==> config.mk <==
export PLATFORM = sky130hd
export DESIGN_NAME = alu_reservation_station_flat
export DESIGN_NICKNAME = d
export VERILOG_FILES = /design/src/rtl/alu_reservation_station_if.sv /design/src/rtl/alu_reservation_station.sv /design/src/flat_wrapper.sv
export SDC_FILE = /design/constraint.sdc
export NUM_CORES = 2
export LEC_CHECK = 0
export CORE_UTILIZATION = 55
export CTS_CLUSTER_DIAMETER = 50
export DETAILED_ROUTE_END_ITERATION = 12
export MAX_ROUTING_LAYER = met4
export PLACE_DENSITY_LB_ADDON = 0.25
export SLEW_MARGIN = 20
export SYNTH_ARGS = -nofsm -noshare
export SYNTH_HDL_FRONTEND = slang
export SYNTH_SLANG_ARGS = --single-unit
export TNS_END_PERCENT = 100
==> constraint.sdc <==
create_clock -name clk_i -period 5.5 [get_ports clk_i]
set_clock_uncertainty 0.1 [all_clocks]
set_input_delay 0.825 -clock clk_i [delete_from_list [all_inputs] [get_ports clk_i]]
set_output_delay 0.825 -clock clk_i [all_outputs]
set_load 0.02 [all_outputs]
==> src/rtl/alu_reservation_station_if.sv <==
// Dispatch, CDB and issue-stage signal bundle for one ALU reservation station.
// master = dispatch/CDB/exec side, slave = the reservation station.
interface alu_reservation_station_if #(
    parameter int ROBsizeLog = 6,
    parameter int CMD_W      = 10
);
    logic                  dispatchValid_i;
    logic                  dispatchReady_o;
    logic [CMD_W-1:0]      dispatchCommands_i;
    logic [ROBsizeLog-1:0] dispatchTag_i;
    logic [63:0]           dispatchVal1_i;
    logic [63:0]           dispatchVal2_i;
    logic [ROBsizeLog-1:0] dispatchSrc1_i;
    logic [ROBsizeLog-1:0] dispatchSrc2_i;
    logic                  dispatchRdy1_i;
    logic                  dispatchRdy2_i;

    logic                  cdbValid_i;
    logic [ROBsizeLog-1:0] cdbTag_i;
    logic [63:0]           cdbValue_i;

    logic                  stallRS_i;
    logic                  readyRS_o;
    logic [63:0]           reservationStationVal1_o;
    logic [63:0]           reservationStationVal2_o;
    logic [CMD_W-1:0]      reservationStationCommands_o;
    logic [ROBsizeLog-1:0] reservationStationTag_o;

    modport master (
        output dispatchValid_i, dispatchCommands_i, dispatchTag_i,
               dispatchVal1_i, dispatchVal2_i, dispatchSrc1_i, dispatchSrc2_i,
               dispatchRdy1_i, dispatchRdy2_i, cdbValid_i, cdbTag_i, cdbValue_i,
               stallRS_i,
        input  dispatchReady_o, readyRS_o, reservationStationVal1_o,
               reservationStationVal2_o, reservationStationCommands_o,
               reservationStationTag_o
    );

    modport slave (
        input  dispatchValid_i, dispatchCommands_i, dispatchTag_i,
               dispatchVal1_i, dispatchVal2_i, dispatchSrc1_i, dispatchSrc2_i,
               dispatchRdy1_i, dispatchRdy2_i, cdbValid_i, cdbTag_i, cdbValue_i,
               stallRS_i,
        output dispatchReady_o, readyRS_o, reservationStationVal1_o,
               reservationStationVal2_o, reservationStationCommands_o,
               reservationStationTag_o
    );
endinterface

==> src/rtl/alu_reservation_station.sv <==
// ALU reservation station: holds ops until both operands arrive, wakes them from the CDB,
// issues the lowest-index ready op. Optional RS_WAKEUP_BYPASS_EN issues straight off the CDB.
module alu_reservation_station #(
    parameter int ROBsize    = 32,
    parameter int ROBsizeLog = $clog2(ROBsize + 1),
    parameter int RS_DEPTH   = 4,
    parameter int CMD_W      = 10,
    parameter int OCC_W      = $clog2(RS_DEPTH + 1)
) (
    input  logic                     clk_i,
    input  logic                     reset_i,
    input  logic                     flush_i,
    alu_reservation_station_if.slave rsIf,
    output logic [OCC_W-1:0]         occupancy_o
);
    localparam int IDX_W = $clog2(RS_DEPTH);

    logic [RS_DEPTH-1:0]                 valid, rdy1, rdy2;
    logic [RS_DEPTH-1:0][CMD_W-1:0]      cmd;
    logic [RS_DEPTH-1:0][ROBsizeLog-1:0] tag, src1, src2;
    logic [RS_DEPTH-1:0][63:0]           val1, val2;
    logic [OCC_W-1:0]                    occ;

    logic [RS_DEPTH-1:0] hit1, hit2, entryReady, wrEn, clrEn;
    logic [IDX_W-1:0]    freeIdx, selIdx;
    logic                dispFire, issueFire, dispHit1, dispHit2;

    always_comb begin
        hit1       = '0;
        hit2       = '0;
        entryReady = '0;
        for (int i = 0; i < RS_DEPTH; i++) begin
            hit1[i] = rsIf.cdbValid_i & valid[i] & ~rdy1[i] & (src1[i] == rsIf.cdbTag_i);
            hit2[i] = rsIf.cdbValid_i & valid[i] & ~rdy2[i] & (src2[i] == rsIf.cdbTag_i);
`ifdef RS_WAKEUP_BYPASS_EN
            entryReady[i] = valid[i] & (rdy1[i] | hit1[i]) & (rdy2[i] | hit2[i]);
`else
            entryReady[i] = valid[i] & rdy1[i] & rdy2[i];
`endif
        end
    end

    // Descending scan so the lowest index wins.
    always_comb begin
        freeIdx = '0;
        selIdx  = '0;
        for (int i = RS_DEPTH - 1; i >= 0; i--) begin
            if (!valid[i])     freeIdx = IDX_W'(i);
            if (entryReady[i]) selIdx  = IDX_W'(i);
        end
    end

    assign rsIf.dispatchReady_o = (occ < OCC_W'(RS_DEPTH));
    assign rsIf.readyRS_o       = |entryReady;
    assign dispFire  = rsIf.dispatchValid_i & rsIf.dispatchReady_o;
    assign issueFire = rsIf.readyRS_o & ~rsIf.stallRS_i;
    assign dispHit1  = rsIf.cdbValid_i & ~rsIf.dispatchRdy1_i & (rsIf.dispatchSrc1_i == rsIf.cdbTag_i);
    assign dispHit2  = rsIf.cdbValid_i & ~rsIf.dispatchRdy2_i & (rsIf.dispatchSrc2_i == rsIf.cdbTag_i);
    assign occupancy_o = occ;

    always_comb begin
        wrEn  = '0;
        clrEn = '0;
        for (int i = 0; i < RS_DEPTH; i++) begin
            wrEn[i]  = dispFire  & (freeIdx == IDX_W'(i));
            clrEn[i] = issueFire & (selIdx  == IDX_W'(i));
        end
    end

    always_comb begin
        rsIf.reservationStationVal1_o     = '0;
        rsIf.reservationStationVal2_o     = '0;
        rsIf.reservationStationCommands_o = '0;
        rsIf.reservationStationTag_o      = '0;
        if (rsIf.readyRS_o) begin
            rsIf.reservationStationVal1_o     = val1[selIdx];
            rsIf.reservationStationVal2_o     = val2[selIdx];
            rsIf.reservationStationCommands_o = cmd[selIdx];
            rsIf.reservationStationTag_o      = tag[selIdx];
`ifdef RS_WAKEUP_BYPASS_EN
            if (!rdy1[selIdx]) rsIf.reservationStationVal1_o = rsIf.cdbValue_i;
            if (!rdy2[selIdx]) rsIf.reservationStationVal2_o = rsIf.cdbValue_i;
`endif
        end
    end

    // The free slot comes from registered valid bits, so a slot issued this cycle is never reused.
    always_ff @(posedge clk_i or negedge reset_i) begin
        if (!reset_i) begin
            valid <= '0;
            rdy1  <= '0;
            rdy2  <= '0;
            cmd   <= '0;
            tag   <= '0;
            src1  <= '0;
            src2  <= '0;
            val1  <= '0;
            val2  <= '0;
            occ   <= '0;
        end else if (flush_i) begin
            valid <= '0;
            occ   <= '0;
        end else begin
            occ <= occ + OCC_W'(dispFire) - OCC_W'(issueFire);
            for (int i = 0; i < RS_DEPTH; i++) begin
                if (wrEn[i]) begin
                    valid[i] <= 1'b1;
                    cmd[i]   <= rsIf.dispatchCommands_i;
                    tag[i]   <= rsIf.dispatchTag_i;
                    src1[i]  <= rsIf.dispatchSrc1_i;
                    src2[i]  <= rsIf.dispatchSrc2_i;
                    rdy1[i]  <= rsIf.dispatchRdy1_i | dispHit1;
                    rdy2[i]  <= rsIf.dispatchRdy2_i | dispHit2;
                    val1[i]  <= dispHit1 ? rsIf.cdbValue_i : rsIf.dispatchVal1_i;
                    val2[i]  <= dispHit2 ? rsIf.cdbValue_i : rsIf.dispatchVal2_i;
                end else begin
                    if (clrEn[i]) valid[i] <= 1'b0;
                    if (hit1[i]) begin
                        rdy1[i] <= 1'b1;
                        val1[i] <= rsIf.cdbValue_i;
                    end
                    if (hit2[i]) begin
                        rdy2[i] <= 1'b1;
                        val2[i] <= rsIf.cdbValue_i;
                    end
                end
            end
        end
    end
endmodule
==> src/flat_wrapper.sv <==
// flat-port wrapper written by rule: the top's interface ports become plain ports
module alu_reservation_station_flat 
#(
    parameter int ROBsize    = 32,
    parameter int ROBsizeLog = $clog2(ROBsize + 1),
    parameter int RS_DEPTH   = 4,
    parameter int CMD_W      = 10,
    parameter int OCC_W      = $clog2(RS_DEPTH + 1)
)
  (clk_i, reset_i, flush_i, occupancy_o, rsIf_dispatchValid_i, rsIf_dispatchCommands_i, rsIf_dispatchTag_i, rsIf_dispatchVal1_i, rsIf_dispatchVal2_i, rsIf_dispatchSrc1_i, rsIf_dispatchSrc2_i, rsIf_dispatchRdy1_i, rsIf_dispatchRdy2_i, rsIf_cdbValid_i, rsIf_cdbTag_i, rsIf_cdbValue_i, rsIf_stallRS_i, rsIf_dispatchReady_o, rsIf_readyRS_o, rsIf_reservationStationVal1_o, rsIf_reservationStationVal2_o, rsIf_reservationStationCommands_o, rsIf_reservationStationTag_o);
  alu_reservation_station_if #(.ROBsizeLog(ROBsizeLog), .CMD_W(CMD_W)) rsIf_i ();
  input  logic clk_i;
  input  logic reset_i;
  input  logic flush_i;
  output logic [OCC_W-1:0] occupancy_o;
  input wire logic [$bits(rsIf_i.dispatchValid_i)-1:0] rsIf_dispatchValid_i;
  input wire logic [$bits(rsIf_i.dispatchCommands_i)-1:0] rsIf_dispatchCommands_i;
  input wire logic [$bits(rsIf_i.dispatchTag_i)-1:0] rsIf_dispatchTag_i;
  input wire logic [$bits(rsIf_i.dispatchVal1_i)-1:0] rsIf_dispatchVal1_i;
  input wire logic [$bits(rsIf_i.dispatchVal2_i)-1:0] rsIf_dispatchVal2_i;
  input wire logic [$bits(rsIf_i.dispatchSrc1_i)-1:0] rsIf_dispatchSrc1_i;
  input wire logic [$bits(rsIf_i.dispatchSrc2_i)-1:0] rsIf_dispatchSrc2_i;
  input wire logic [$bits(rsIf_i.dispatchRdy1_i)-1:0] rsIf_dispatchRdy1_i;
  input wire logic [$bits(rsIf_i.dispatchRdy2_i)-1:0] rsIf_dispatchRdy2_i;
  input wire logic [$bits(rsIf_i.cdbValid_i)-1:0] rsIf_cdbValid_i;
  input wire logic [$bits(rsIf_i.cdbTag_i)-1:0] rsIf_cdbTag_i;
  input wire logic [$bits(rsIf_i.cdbValue_i)-1:0] rsIf_cdbValue_i;
  input wire logic [$bits(rsIf_i.stallRS_i)-1:0] rsIf_stallRS_i;
  output wire logic [$bits(rsIf_i.dispatchReady_o)-1:0] rsIf_dispatchReady_o;
  output wire logic [$bits(rsIf_i.readyRS_o)-1:0] rsIf_readyRS_o;
  output wire logic [$bits(rsIf_i.reservationStationVal1_o)-1:0] rsIf_reservationStationVal1_o;
  output wire logic [$bits(rsIf_i.reservationStationVal2_o)-1:0] rsIf_reservationStationVal2_o;
  output wire logic [$bits(rsIf_i.reservationStationCommands_o)-1:0] rsIf_reservationStationCommands_o;
  output wire logic [$bits(rsIf_i.reservationStationTag_o)-1:0] rsIf_reservationStationTag_o;
  assign rsIf_i.dispatchValid_i = rsIf_dispatchValid_i;
  assign rsIf_i.dispatchCommands_i = rsIf_dispatchCommands_i;
  assign rsIf_i.dispatchTag_i = rsIf_dispatchTag_i;
  assign rsIf_i.dispatchVal1_i = rsIf_dispatchVal1_i;
  assign rsIf_i.dispatchVal2_i = rsIf_dispatchVal2_i;
  assign rsIf_i.dispatchSrc1_i = rsIf_dispatchSrc1_i;
  assign rsIf_i.dispatchSrc2_i = rsIf_dispatchSrc2_i;
  assign rsIf_i.dispatchRdy1_i = rsIf_dispatchRdy1_i;
  assign rsIf_i.dispatchRdy2_i = rsIf_dispatchRdy2_i;
  assign rsIf_i.cdbValid_i = rsIf_cdbValid_i;
  assign rsIf_i.cdbTag_i = rsIf_cdbTag_i;
  assign rsIf_i.cdbValue_i = rsIf_cdbValue_i;
  assign rsIf_i.stallRS_i = rsIf_stallRS_i;
  assign rsIf_dispatchReady_o = rsIf_i.dispatchReady_o;
  assign rsIf_readyRS_o = rsIf_i.readyRS_o;
  assign rsIf_reservationStationVal1_o = rsIf_i.reservationStationVal1_o;
  assign rsIf_reservationStationVal2_o = rsIf_i.reservationStationVal2_o;
  assign rsIf_reservationStationCommands_o = rsIf_i.reservationStationCommands_o;
  assign rsIf_reservationStationTag_o = rsIf_i.reservationStationTag_o;
  alu_reservation_station #(.ROBsize(ROBsize), .ROBsizeLog(ROBsizeLog), .RS_DEPTH(RS_DEPTH), .CMD_W(CMD_W), .OCC_W(OCC_W)) u_core (.clk_i(clk_i), .reset_i(reset_i), .flush_i(flush_i), .rsIf(rsIf_i), .occupancy_o(occupancy_o));
endmodule
# Yosys cells after proc, flatten, opt, wreduce, memory -nomap -nowiden
# Cells that the tools add are included.
[op_classes]
n_reduce_logical = 27
addsub = 2
muxes = 64
order_cmp = 2
bitwise_logic = 56
n_eq_ne = 16
[op_table]
columns = ["operator", "count"]
rows = [
  ["$mux W64", 22],
  ["$bmux W64 S2", 2],
  ["$eq A6 B6 Y1", 10],
  ["$and A1 B1 Y1", 42],
  ["$mux W1", 24],
  ["$reduce_and A2 Y1", 12],
  ["$bmux W10 S2", 1],
  ["$mux W10", 2],
  ["$mux W2", 8],
  ["$reduce_bool A2 Y1", 8],
  ["$bmux W6 S2", 1],
  ["$mux W6", 2],
  ["$not A1 Y1", 12],
  ["$reduce_bool A3 Y1", 4],
  ["$eq A2 B2 Y1 const B", 4],
  ["$eq A2 B1 Y1 const B", 2],
  ["$logic_not A2 Y1", 2],
  ["$mux W4", 1],
  ["$reduce_or A4 Y1", 1],
  ["$add A3 B1 Y3", 1],
  ["$lt A2 B3 Y1 const B", 1],
  ["$lt A3 B3 Y1 const B", 1],
  ["$mux W3", 1],
  ["$sub A3 B1 Y3", 1],
  ["$or A1 B1 Y1", 2],
]
[totals]
wordCells = 204
register_bits = 639
output_inout_bits = 149

# Depth between registers and ports, before layout
[depth]
ltp_word = 11
ltp_mapped = 14

# Worst setup path before layout
# No wires, ideal clock.
[synth_path]
path_kind = "register to output"
from = "reg u_core.rdy2[1]"
to = "out rsIf_reservationStationVal2_o[10]"
slack_ns = 2.414
arrival_time_ns = 2.161
stages_incl_launch_ff = 8
n_path_buf = 3
cell_sequence = "dfrtp_1 > and3_1 > clkbuf_1 > nor2_1 > clkbuf_1 > buf_1 > a221oi_1 > o21ai_0"
[synth_via]
elab_chain_cells = 6
[synth_rtl]
columns = ["element", "line", "rtl"]
rows = [
  ["start: declaration", "alu_reservation_station.sv:18", "logic [RS_DEPTH-1:0] valid, rdy1, rdy2;"],
  ["start signal: indexed assignment", "alu_reservation_station.sv:113", "rdy2[i] <= rsIf.dispatchRdy2_i | dispHit2;"],
  ["$and A1 B1 Y1 *", "alu_reservation_station.sv:38", "entryReady[i] = valid[i] & rdy1[i] & rdy2[i];"],
  ["$mux W2 (2 in a row)", "alu_reservation_station.sv:49", "if (entryReady[i]) selIdx = IDX_W'(i);"],
  ["$bmux W64 S2", "alu_reservation_station.sv:77", "rsIf.reservationStationVal2_o = val2[selIdx];"],
  ["$mux W64 (not written as such)", "alu_reservation_station.sv:77", ""],
  ["$mux W64 *", "alu_reservation_station.sv:75", "if (rsIf.readyRS_o) begin"],
  ["end: declaration", "flat_wrapper.sv:32", "output wire logic [$bits(rsIf_i.reservationStationVal2_o)-1:0] rsIf_reservationStationVal2_o;"],
]
# Mark *: on every way between the ends. The rest lies on a longest branch, timed or not. The select of a mux whose other input is x is not followed.

# Final worst setup path
[layout_path]
from = "reg u_core.rdy1[1]"
to = "out rsIf_reservationStationVal1_o[28]"
[layout_via]
elab_chain_cells = 7
[layout_rtl]
columns = ["element", "line", "rtl"]
rows = [
  ["start: declaration", "alu_reservation_station.sv:18", ""],
  ["start signal: indexed assignment", "alu_reservation_station.sv:112", "rdy1[i] <= rsIf.dispatchRdy1_i | dispHit1;"],
  ["$and A1 B1 Y1 * (2 in a row)", "alu_reservation_station.sv:38", ""],
  ["$mux W2 (2 in a row)", "alu_reservation_station.sv:49", ""],
  ["$bmux W64 S2", "alu_reservation_station.sv:76", "rsIf.reservationStationVal1_o = val1[selIdx];"],
  ["$mux W64 (not written as such)", "alu_reservation_station.sv:76", ""],
  ["$mux W64 *", "alu_reservation_station.sv:75", ""],
  ["end: declaration", "flat_wrapper.sv:31", "output wire logic [$bits(rsIf_i.reservationStationVal1_o)-1:0] rsIf_reservationStationVal1_o;"],
]
# Marked as above.

==> results_dict.tcl <==
set metrics [dict create \
    status "complete, no violations" \
    drt_iter0_markers 2150 \
    slew_headroom_pct 29.26 \
    ant_nets 0 \
    synth_fp_nets 3100 \
    slowest_stage "and3_4" \
    place.gp.congestion 0.8676 \
    postCtsSetupRepairBufs 0 \
    critPathMaxFanout 84 \
    yosysTopAreaCell "dfrtp_1" \
    drc 0 \
    synth-seq-area-share_pct 47.46 \
    grt_pass1_vias 26690 \
    final_common_cell "mux2_2" \
    syn_area_per_cell_um2 11.77 \
    crit_path_end_kind "output port" \
    synth_area_leaders "dfrtp_1 (47%), mux2_2 (28%), mux2i_1 (3.8%), a221oi_1 (3.7%), nor2_1 (3.2%)" \
    cts_tree "done" \
    crit_family "buffers and inverters" \
    cts.sinks 639 \
    area_growth_pct 21.05 \
    period_minus_slack_ps 4909 \
    numPortBuffers 382 \
    critPathLaunchType "flop" \
    finalHoldViolCount 0 \
    drv_slew 0 \
    cts_buffer_depth 3 \
    post-route-period-util_pct 89.26 \
    critPathBufInv 2 \
    dp_hpwl_um 60840 \
    wl_um 99700 \
    cpPeakStageDelay_ps 870 \
    startpoint "u_core.rdy1[1]" \
    routed_via_density 6.283 \
    antenna_found_initial 21 \
    critPathRequiredTime_ps 4580 \
    reg2reg_from "u_core.valid[0]" \
    root_buffer "clkbuf_16" \
    track_usage_pct 32.73 \
    worst_pin_slew_ps 1061 \
    crit_type "flop to output port" \
    ys_ff_latch 639 \
    first_pass_iters 5 \
    yosysUniqueCellTypes 48 \
    nets 3386 \
    die_y_um 249.5 \
    htreeDepth 3 \
    grt_max_degree 144 \
    hold_class "primary input to async pin" \
    clock_latency_ps 610 \
    finalPower_uw 16320 \
    core_region_area_um2 60470 \
    ctsResizeCount 0 \
    synth_top_area_share_pct 47.46 \
    final_cell_mix "mux2_2 (843), dfrtp_1 (639), clkdlybuf4s50_1 (381)" \
    power_density_nw_per_um2 400.1 \
    cts_made_buffers 76 \
    num_rows 90 \
    drive_gt1_share_pct 32.50 \
    crit_chain "and3_4, buf_12, a221oi_1, o21ai_0, clkdlybuf4s50_1" \
    synthCells 2863 \
    fp.dieW_um 249.5 \
    avgRoutedWirePerCell_um 24.87 \
    cts.clk_slew.worst_paths_ps 60 \
    syn_area_um2 33690 \
    via_count 25190 \
    dieArea_um2 62250 \
    initial_core_util_pct 55.71 \
    maxCapViolCount 0 \
    grt_first_pass_wirelength_um 154100 \
    yosys_warnings 0 \
    boundaryPins 383 \
    report.final.setup_viol 0 \
    overflow 0 \
    rsz0062_at_grt "no" \
    cellLeakagePower_uw 0.01735 \
    cp.arrival_ps 3980 \
    tns_ps 0 \
    cts_hold_buffers 0 \
    fmax_mhz 203.7 \
    fill_cells 4289 \
    max-vdd-ir-drop_mv 0.2734 \
]
[metrics by stage]
stage	hold slack (ps)	cells	utilization [%]	worst slack (ps)	cell area, um2
2_1_floorplan	380.4	2863	-	2414	33690
3_3_place_gp	387.9	3853	63.04	1289	38120
3_5_place_dp	395.1	3853	63.04	1175	38120
4_1_cts	222.5	3988	67.36	712.3	40730
5_1_grt	242.7	4009	67.44	536.4	40780
6_report	167.2	4009	67.44	590.7	40780
[cell families after synthesis]
kind of cell,synth area share [%]
buffers and inverters,3.339
multiplexers,33.23
adder cells (fa/ha/maj),0.1337
AND/OR/NAND/NOR,5.727
AO/OA/AOI/OAI,8.501
XOR/XNOR,1.612
flip-flops,47.46
[cell type report]
type	instances	area, um2	area share, %
Antenna cell	21	52.55	0.1289
Clock buffer	109	2272	5.571
Clock inverter	26	340.3	0.8345
Inverter	6	22.52	0.05522
Multi-Input combinational cell	1998	16760	41.11
Sequential cell	639	15990	39.21
Tap cell	782	978.4	2.399
Timing Repair Buffer	428	4362	10.69
[registers in the layout (all words and copies together), names as in the netlist]
register            flops
u_core.cmd             40
u_core.src1            24
u_core.src2            24
u_core.rdy1             4
u_core.valid            4
u_core.occupancy_o      3
u_core.val2           256
u_core.tag             24
u_core.rdy2             4
u_core.val1           256
[worst paths after layout]
path | end | slack, ps | cells past startpoint
max | rsIf_reservationStationVal1_o[28] | 590 | 5
min | u_core.val2[235] | 170 | 1
max reg2reg | u_core.occupancy_o[2] | 2140 | 11
min reg2reg | u_core.val2[68] | 410 | 1
max in group asynchronous | u_core.val1[83] | 3700 | 2
min in group clk_i | u_core.val2[68] | 410 | 1
[power breakdown]
group / total [uW] / switching, uW / internal [uW]
registers: 6910 / 817 / 6100
clock network: 5200 / 2000 / 3200
logic: 4200 / 2110 / 2100
[synth_stat cells, drive strengths merged]
cell,n
nor3b,1
nand4,3
o211a,1
nor2,283
a21oi,139
nor3,4
or2b,1
o21bai,3
or3b,1
dfrtp,639
ha,2
nand2,148
and2,1
a2bb2oi,6
xor2,48
or3,1
or2,1
and3,4
fa,1
mux2i,128
nand4b,1
a21o,4
a31o,3
nand2b,1
nor4,14
a221oi,144
xnor2,14
or4,1
o21ai,150
nand3b,2
buf,109
inv,6
clkbuf,111
nor2b,4
mux2,880
nand3,4
[layer usage]
layer	share of wire, %	global-route usage, %	vias to the layer above
met2	48	51.56	1039
met3	7.4	6.498	208
met5	0	-	-
li1	-	-	10980
met1	41	41.18	12970
met4	3.2	14.06	0
(Power assumes the default switching activity.)
